`src/rtl/uart_tx_stream.sv`:
```
// Buffered 8N1 UART transmitter: a circular-buffer FIFO feeding a serializer
// that sends frames back-to-back at CLKS_PER_BIT clocks per bit.
module uart_tx_stream #(
    parameter int CLKS_PER_BIT = 104,
    parameter int DEPTH        = 16
) (
    input  logic                     clk,
    input  logic                     reset,
    input  logic                     wr_en,
    input  logic [7:0]               wr_data,
    input  logic                     clr_overflow,
    output logic                     tx,
    output logic                     busy,
    output logic                     tx_done,
    output logic                     fifo_full,
    output logic                     fifo_empty,
    output logic [$clog2(DEPTH):0]   fifo_count,
    output logic                     overflow
);

    localparam int PTR_W = $clog2(DEPTH);
    localparam int CNT_W = PTR_W + 1;
    localparam logic [15:0] BCNT_LAST = 16'(CLKS_PER_BIT - 1);
    localparam logic [CNT_W-1:0] CNT_FULL = CNT_W'(DEPTH);

    typedef enum logic [1:0] {
        ST_IDLE  = 2'd0,
        ST_START = 2'd1,
        ST_DATA  = 2'd2,
        ST_STOP  = 2'd3
    } state_t;

    state_t             state_q, state_d;
    logic [15:0]        bcnt_q, bcnt_d;
    logic [2:0]         bidx_q, bidx_d;
    logic [7:0]         shift_q, shift_d;
    logic               tx_q, tx_d;
    logic               busy_q, busy_d;
    logic               tx_done_q, tx_done_d;

    logic [7:0]         mem_q [DEPTH];
    logic [PTR_W-1:0]   wptr_q, wptr_d;
    logic [PTR_W-1:0]   rptr_q, rptr_d;
    logic [CNT_W-1:0]   count_q, count_d;
    logic               full_q, full_d;
    logic               empty_q, empty_d;
    logic               overflow_q, overflow_d;

    logic               pop_s;
    logic               push_s;
    logic               drop_s;
    logic               bit_end_s;

    assign bit_end_s = (bcnt_q == BCNT_LAST);

    // Serializer next state; pops happen only on IDLE->START and STOP->START.
    always_comb begin
        state_d = state_q;
        bcnt_d  = bcnt_q;
        bidx_d  = bidx_q;
        shift_d = shift_q;
        pop_s   = 1'b0;
        case (state_q)
            ST_IDLE: begin
                if (count_q != {CNT_W{1'b0}}) begin
                    pop_s   = 1'b1;
                    shift_d = mem_q[rptr_q];
                    bcnt_d  = 16'd0;
                    state_d = ST_START;
                end else begin
                    state_d = ST_IDLE;
                end
            end
            ST_START: begin
                if (bit_end_s) begin
                    bcnt_d  = 16'd0;
                    bidx_d  = 3'd0;
                    state_d = ST_DATA;
                end else begin
                    bcnt_d = bcnt_q + 16'd1;
                end
            end
            ST_DATA: begin
                if (bit_end_s) begin
                    bcnt_d = 16'd0;
                    if (bidx_q == 3'd7) begin
                        state_d = ST_STOP;
                    end else begin
                        shift_d = {1'b0, shift_q[7:1]};
                        bidx_d  = bidx_q + 3'd1;
                    end
                end else begin
                    bcnt_d = bcnt_q + 16'd1;
                end
            end
            ST_STOP: begin
                if (bit_end_s) begin
                    bcnt_d = 16'd0;
                    if (count_q != {CNT_W{1'b0}}) begin
                        pop_s   = 1'b1;
                        shift_d = mem_q[rptr_q];
                        state_d = ST_START;
                    end else begin
                        state_d = ST_IDLE;
                    end
                end else begin
                    bcnt_d = bcnt_q + 16'd1;
                end
            end
            default: begin
                state_d = ST_IDLE;
                bcnt_d  = 16'd0;
            end
        endcase
    end

    // Line outputs are derived from the next state so they register cleanly.
    always_comb begin
        tx_d = 1'b1;
        case (state_d)
            ST_START: tx_d = 1'b0;
            ST_DATA:  tx_d = shift_d[0];
            default:  tx_d = 1'b1;
        endcase
        busy_d    = (state_d != ST_IDLE);
        tx_done_d = (state_d == ST_STOP) && (bcnt_d == BCNT_LAST);
    end

    // FIFO bookkeeping: a full FIFO still accepts a push when a pop frees a slot.
    always_comb begin
        push_s  = wr_en && (!full_q || pop_s);
        drop_s  = wr_en && !push_s;
        wptr_d  = wptr_q;
        rptr_d  = rptr_q;
        count_d = count_q;
        if (push_s) begin
            wptr_d = wptr_q + PTR_W'(1);
        end else begin
            wptr_d = wptr_q;
        end
        if (pop_s) begin
            rptr_d = rptr_q + PTR_W'(1);
        end else begin
            rptr_d = rptr_q;
        end
        if (push_s && !pop_s) begin
            count_d = count_q + CNT_W'(1);
        end else if (pop_s && !push_s) begin
            count_d = count_q - CNT_W'(1);
        end else begin
            count_d = count_q;
        end
        full_d  = (count_d == CNT_FULL);
        empty_d = (count_d == {CNT_W{1'b0}});
        if (drop_s) begin
            overflow_d = 1'b1;
        end else if (clr_overflow) begin
            overflow_d = 1'b0;
        end else begin
            overflow_d = overflow_q;
        end
    end

    // Control and status registers.
    always_ff @(posedge clk or posedge reset) begin
        if (reset) begin
            state_q    <= ST_IDLE;
            bcnt_q     <= 16'd0;
            bidx_q     <= 3'd0;
            shift_q    <= 8'd0;
            tx_q       <= 1'b1;
            busy_q     <= 1'b0;
            tx_done_q  <= 1'b0;
            wptr_q     <= {PTR_W{1'b0}};
            rptr_q     <= {PTR_W{1'b0}};
            count_q    <= {CNT_W{1'b0}};
            full_q     <= 1'b0;
            empty_q    <= 1'b1;
            overflow_q <= 1'b0;
        end else begin
            state_q    <= state_d;
            bcnt_q     <= bcnt_d;
            bidx_q     <= bidx_d;
            shift_q    <= shift_d;
            tx_q       <= tx_d;
            busy_q     <= busy_d;
            tx_done_q  <= tx_done_d;
            wptr_q     <= wptr_d;
            rptr_q     <= rptr_d;
            count_q    <= count_d;
            full_q     <= full_d;
            empty_q    <= empty_d;
            overflow_q <= overflow_d;
        end
    end

    // Storage array; stale contents are harmless because count gates every read.
    always_ff @(posedge clk) begin
        if (push_s) begin
            mem_q[wptr_q] <= wr_data;
        end
    end

    assign tx         = tx_q;
    assign busy       = busy_q;
    assign tx_done    = tx_done_q;
    assign fifo_full  = full_q;
    assign fifo_empty = empty_q;
    assign fifo_count = count_q;
    assign overflow   = overflow_q;

endmodule

```
`config.mk`:
```
export PLATFORM = sky130hd
export DESIGN_NAME = uart_tx_stream
export DESIGN_NICKNAME = d
export VERILOG_FILES = /design/src/rtl/uart_tx_stream.sv
export SDC_FILE = /design/constraint.sdc
export NUM_CORES = 1
export LEC_CHECK = 0
export CORE_ASPECT_RATIO = 1.4
export CORE_MARGIN = 10
export CORE_UTILIZATION = 47
export CTS_CLUSTER_SIZE = 14
export DETAILED_ROUTE_END_ITERATION = 10
export HOLD_SLACK_MARGIN = 0.06
export PLACE_DENSITY_LB_ADDON = 0.2
export SLEW_MARGIN = 20
export SYNTH_ARGS = -nofsm -noshare
export SYNTH_HDL_FRONTEND = slang
export SYNTH_SLANG_ARGS = --single-unit
```
`constraint.sdc`:
```
create_clock -name clk -period 4.4 [get_ports clk]
set_clock_uncertainty 0.1 [all_clocks]
set_input_delay 0.66 -clock clk [delete_from_list [all_inputs] [get_ports clk]]
set_output_delay 0.66 -clock clk [all_outputs]
set_load 0.02 [all_outputs]
```
==> metrics.md <==
| Metric | Value |
|---|---|
| Clock latency on the worst-skew pair | approximately 0.43 ns |
| CP max stage delay | approximately 0.57 ns |
| Worst hold slack | 0.3882 ns |
| Register area | approximately 5000 µm² |
| Top Ports | 23 |
| Critical Path Start Type | register |
| Status | finished, final reports clean |
| Fill cell count | around 1300 |
| Post-synth EDFFs | about 130 |
| Flop pwr share | 42.7% |
| Crit path time final | 3.349 ns |
| IO buf count | 22 |
| Sequential area share after synthesis | about two thirds |
| Final slew viol count | 0 |
| Synth-to-layout area growth | 13.50% |
| Initial DRC Count | about 320 |
| Fmax | between 200 and 300 MHz |
| # DRC | 0 |
| Clock transition at the registers of the reported paths | 0.07 ns |
| Core ar. | ~16000 µm² |
| ANT cells | 0 |
| Syn Nets | between 500 and 600 |
| Initial antenna violation count | 0 |
| CP max FO | 13 |
| Clk buf depth | 2 |
| Largest net degree at the start of global routing | 49 |
| Post-cts repair resize count | 0 |
| Vias in the first global route | approximately 4600 |
| Die height | ~170 µm |
| Comb pwr share | around 30% |
| Synth top area cells | edfxtp_1, dfrtp_1, mux4_2 |
| Top-count cell post-synth | edfxtp_1 |
| Maxcap violations | 0 |
| Synthesized flop and latch total | around 180 |
| Yosys cell types | 66 |
| CTS buffer count | 17 |
| Worst-Margin Slew | ~1.1 ns |
| Overflow after GRT | 0 |
| Syn_area_per_cell | roughly 16 µm² |
| P_sw | roughly 0.0017 W |
| Final Cycle Share | 76.11% |
| Clk sinks | approximately 180 |
| Worst VDD drop | 0.4345 mV |
| Crit path max-delay cell type | nor2_1 |
| Cells after Synth | between 400 and 500 |
| CTS tree | done |
| Routed WL | roughly 17 mm |
| Setup TNS | 0 ns |
| # hold bufs at CTS | 0 |
| Via count | approximately 4400 |
| CTS H-Tree Depth | 4 |
| GRT Total Usage | between 10% and 20% |
| RSZ-0062 raised after global routing | no |
| Worst Hold Class | reg2reg |
| Initial Utilization | between 40% and 50% |
| Final setup viols | 0 |
| Relative slew slack | 26.42% |
| Crit end category | register |
| Die footprint | ~22000 µm² |
| WP data arrival | 3.32 ns |
| List of most frequent post-synthesis cells | edfxtp_1, dfrtp_1, nand2_1 |
| CP Data Required Time | 4.37 ns |
| Yosys top cell by area | edfxtp_1 |
| Post-DR wirelength/cell | 22.88 µm |
| DR pass1 iterations | 4 |
| Endpoints failing hold | 0 |
| Clk root buf | clkbuf_16 |
| Kind of critical path | reg2reg |
| Final HPWL DP | roughly 12 mm |
| Post-synthesis async set-or-reset flop share | approximately 27% |
| Layout Nets | ~550 |
| Pleak | 3.124 nW |
| Power share of the clock group | 27.6% |
| Vias per inst | approximately 5.9 |
| Post-Syn Area | between 7000 and 8000 µm² |
| Layout cells sized above 1 | 18.06% |
| P per Cell Area | 608.2 nW/µm² |
| CP cell instances | ha_1 > nor4bb_1 > nand4_1 > a211o_1 > a21boi_1 > buf_4 > nand3_1 > nor2_1 |
| Top-area cell type share of the netlist area | 49.86% |
| Final GP Congestion | roughly 0.9 |
| Commonest register cell after synthesis | edfxtp_1 |
| Multi-input logic area | around 2500 µm² |
| Num rows | 55 |
| Post-CTS setup buffers | 0 |
| YS warnings | 0 |
| Remaining antenna violation count | 0 |
| First-pass GRT wire length | approximately 27 mm |
| Sw Share | between 30% and 40% |
| Die X | between 100 and 150 µm |
| Internal power | approximately 0.0036 W |
cell usage in the layout (no fill, tap or decap), types with 9 or more instances in the layout:
| master | Yosys | final |
|---|---|---|
| buf_4 | 1 | 10 |
| nand2_1 | 44 | 44 |
| dfrtp_1 | 46 | 45 |
| o21ai_0 | 15 | 15 |
| ha_1 | 17 | 17 |
| nand4_1 | 10 | 10 |
| a21oi_1 | 9 | 9 |
| clkdlybuf4s50_1 | 0 | 22 |
| mux4_2 | 40 | 40 |
| nand3_1 | 11 | 11 |
| clkbuf_16 | 0 | 17 |
| inv_1 | 21 | 20 |
| edfxtp_1 | 128 | 128 |
| nor2_1 | 12 | 12 |
state kept, by name, summed over array words and instances (netlist names):
| name | cells |
|---|---|
| bcnt_q | 16 |
| bidx_q | 3 |
| busy | 1 |
| fifo_count | 5 |
| fifo_empty | 1 |
| fifo_full | 1 |
| mem_q | 128 |
| overflow | 1 |
| rptr_q | 4 |
| shift_q | 8 |
| state_q | 2 |
| tx | 1 |
| tx_done | 1 |
| wptr_q | 4 |
critical path, delay by kind of cell, from the launching register on:
| kind | cells | cell delay [ns] |
|---|---|---|
| AO/OA/AOI/OAI | 2 | 0.74 |
| adder cells (fa/ha/maj) | 1 | 0.30 |
| buffers and inverters | 1 | 0.18 |
| flip-flops | 1 | 0.42 |
| AND/OR/NAND/NOR | 4 | 1.26 |
metrics by stage:
stage                     util [%]  total power, W  instance area (µm²)  setup slack (ns)  instances
after floorplan                  -        0.003372                 7709             1.324        494
after global placement       50.51        0.003866                 8169             1.130        704
final                        54.10        0.005322                 8750             1.051        736
after global routing         54.10        0.005582                 8750            0.8026        736
after detailed placement     50.51        0.003897                 8169             1.046        704
after CTS                    54.10        0.005367                 8748             1.047        736
layer usage:
metal	wire (µm)	GRT usage, %	vias up
met5	0	0	-
met4	344	5.496	0
met3	532	3.757	22
met2	9775	30.40	93
met1	6191	17.21	2247
li1	-	-	1996
cell families (layout without fill, tap and decap cells):
group,count (synthesis),after routing,share of synthesized area (%)
muxes,43,43,12.11
adders and majority gates,17,17,2.759
xor gates and xnor gates,14,14,1.591
and+or+nand+nor,135,135,9.836
buffers and inverters,42,85,2.126
AOI/OAI and AO/OA,67,67,6.103
DFF,176,176,65.48
worst paths after layout:
check | startpoint | endpoint | slack [ns] | cells past startpoint
setup / recovery | state_q[0] | mem_q[15][6] | 1.05 | 8
hold / removal | shift_q[6] | shift_q[6] | 0.39 | 2
setup reg to reg | state_q[0] | mem_q[15][6] | 1.05 | 8
hold reg to reg | shift_q[6] | shift_q[6] | 0.39 | 2
max in group asynchronous | reset | rptr_q[0] | 3.06 | 2
min in group asynchronous | reset | bcnt_q[8] | 0.60 | 2
cell type report:
type,instances,area share (%)
repair buffers,32,3.375
clock inverters,13,1.673
multi-input cells,276,28.54
inverters,21,0.9152
well taps,199,2.846
flip-flops and latches,176,57.70
clock buffers,19,4.948
power groups by stage:
| stage | combinational (W) | sequential (W) | clock, W |
|---|---|---|---|
| 2_1_floorplan | 0.00115 | 0.00222 | 0 |
| 3_3_place_gp | 0.00157 | 0.00230 | 0 |
| 3_5_place_dp | 0.00159 | 0.00231 | 0 |
| 4_1_cts | 0.00160 | 0.00228 | 0.00149 |
| 5_1_grt | 0.00171 | 0.00231 | 0.00157 |
| 6_report | 0.00158 | 0.00227 | 0.00147 |
(Power assumes the default switching activity.)
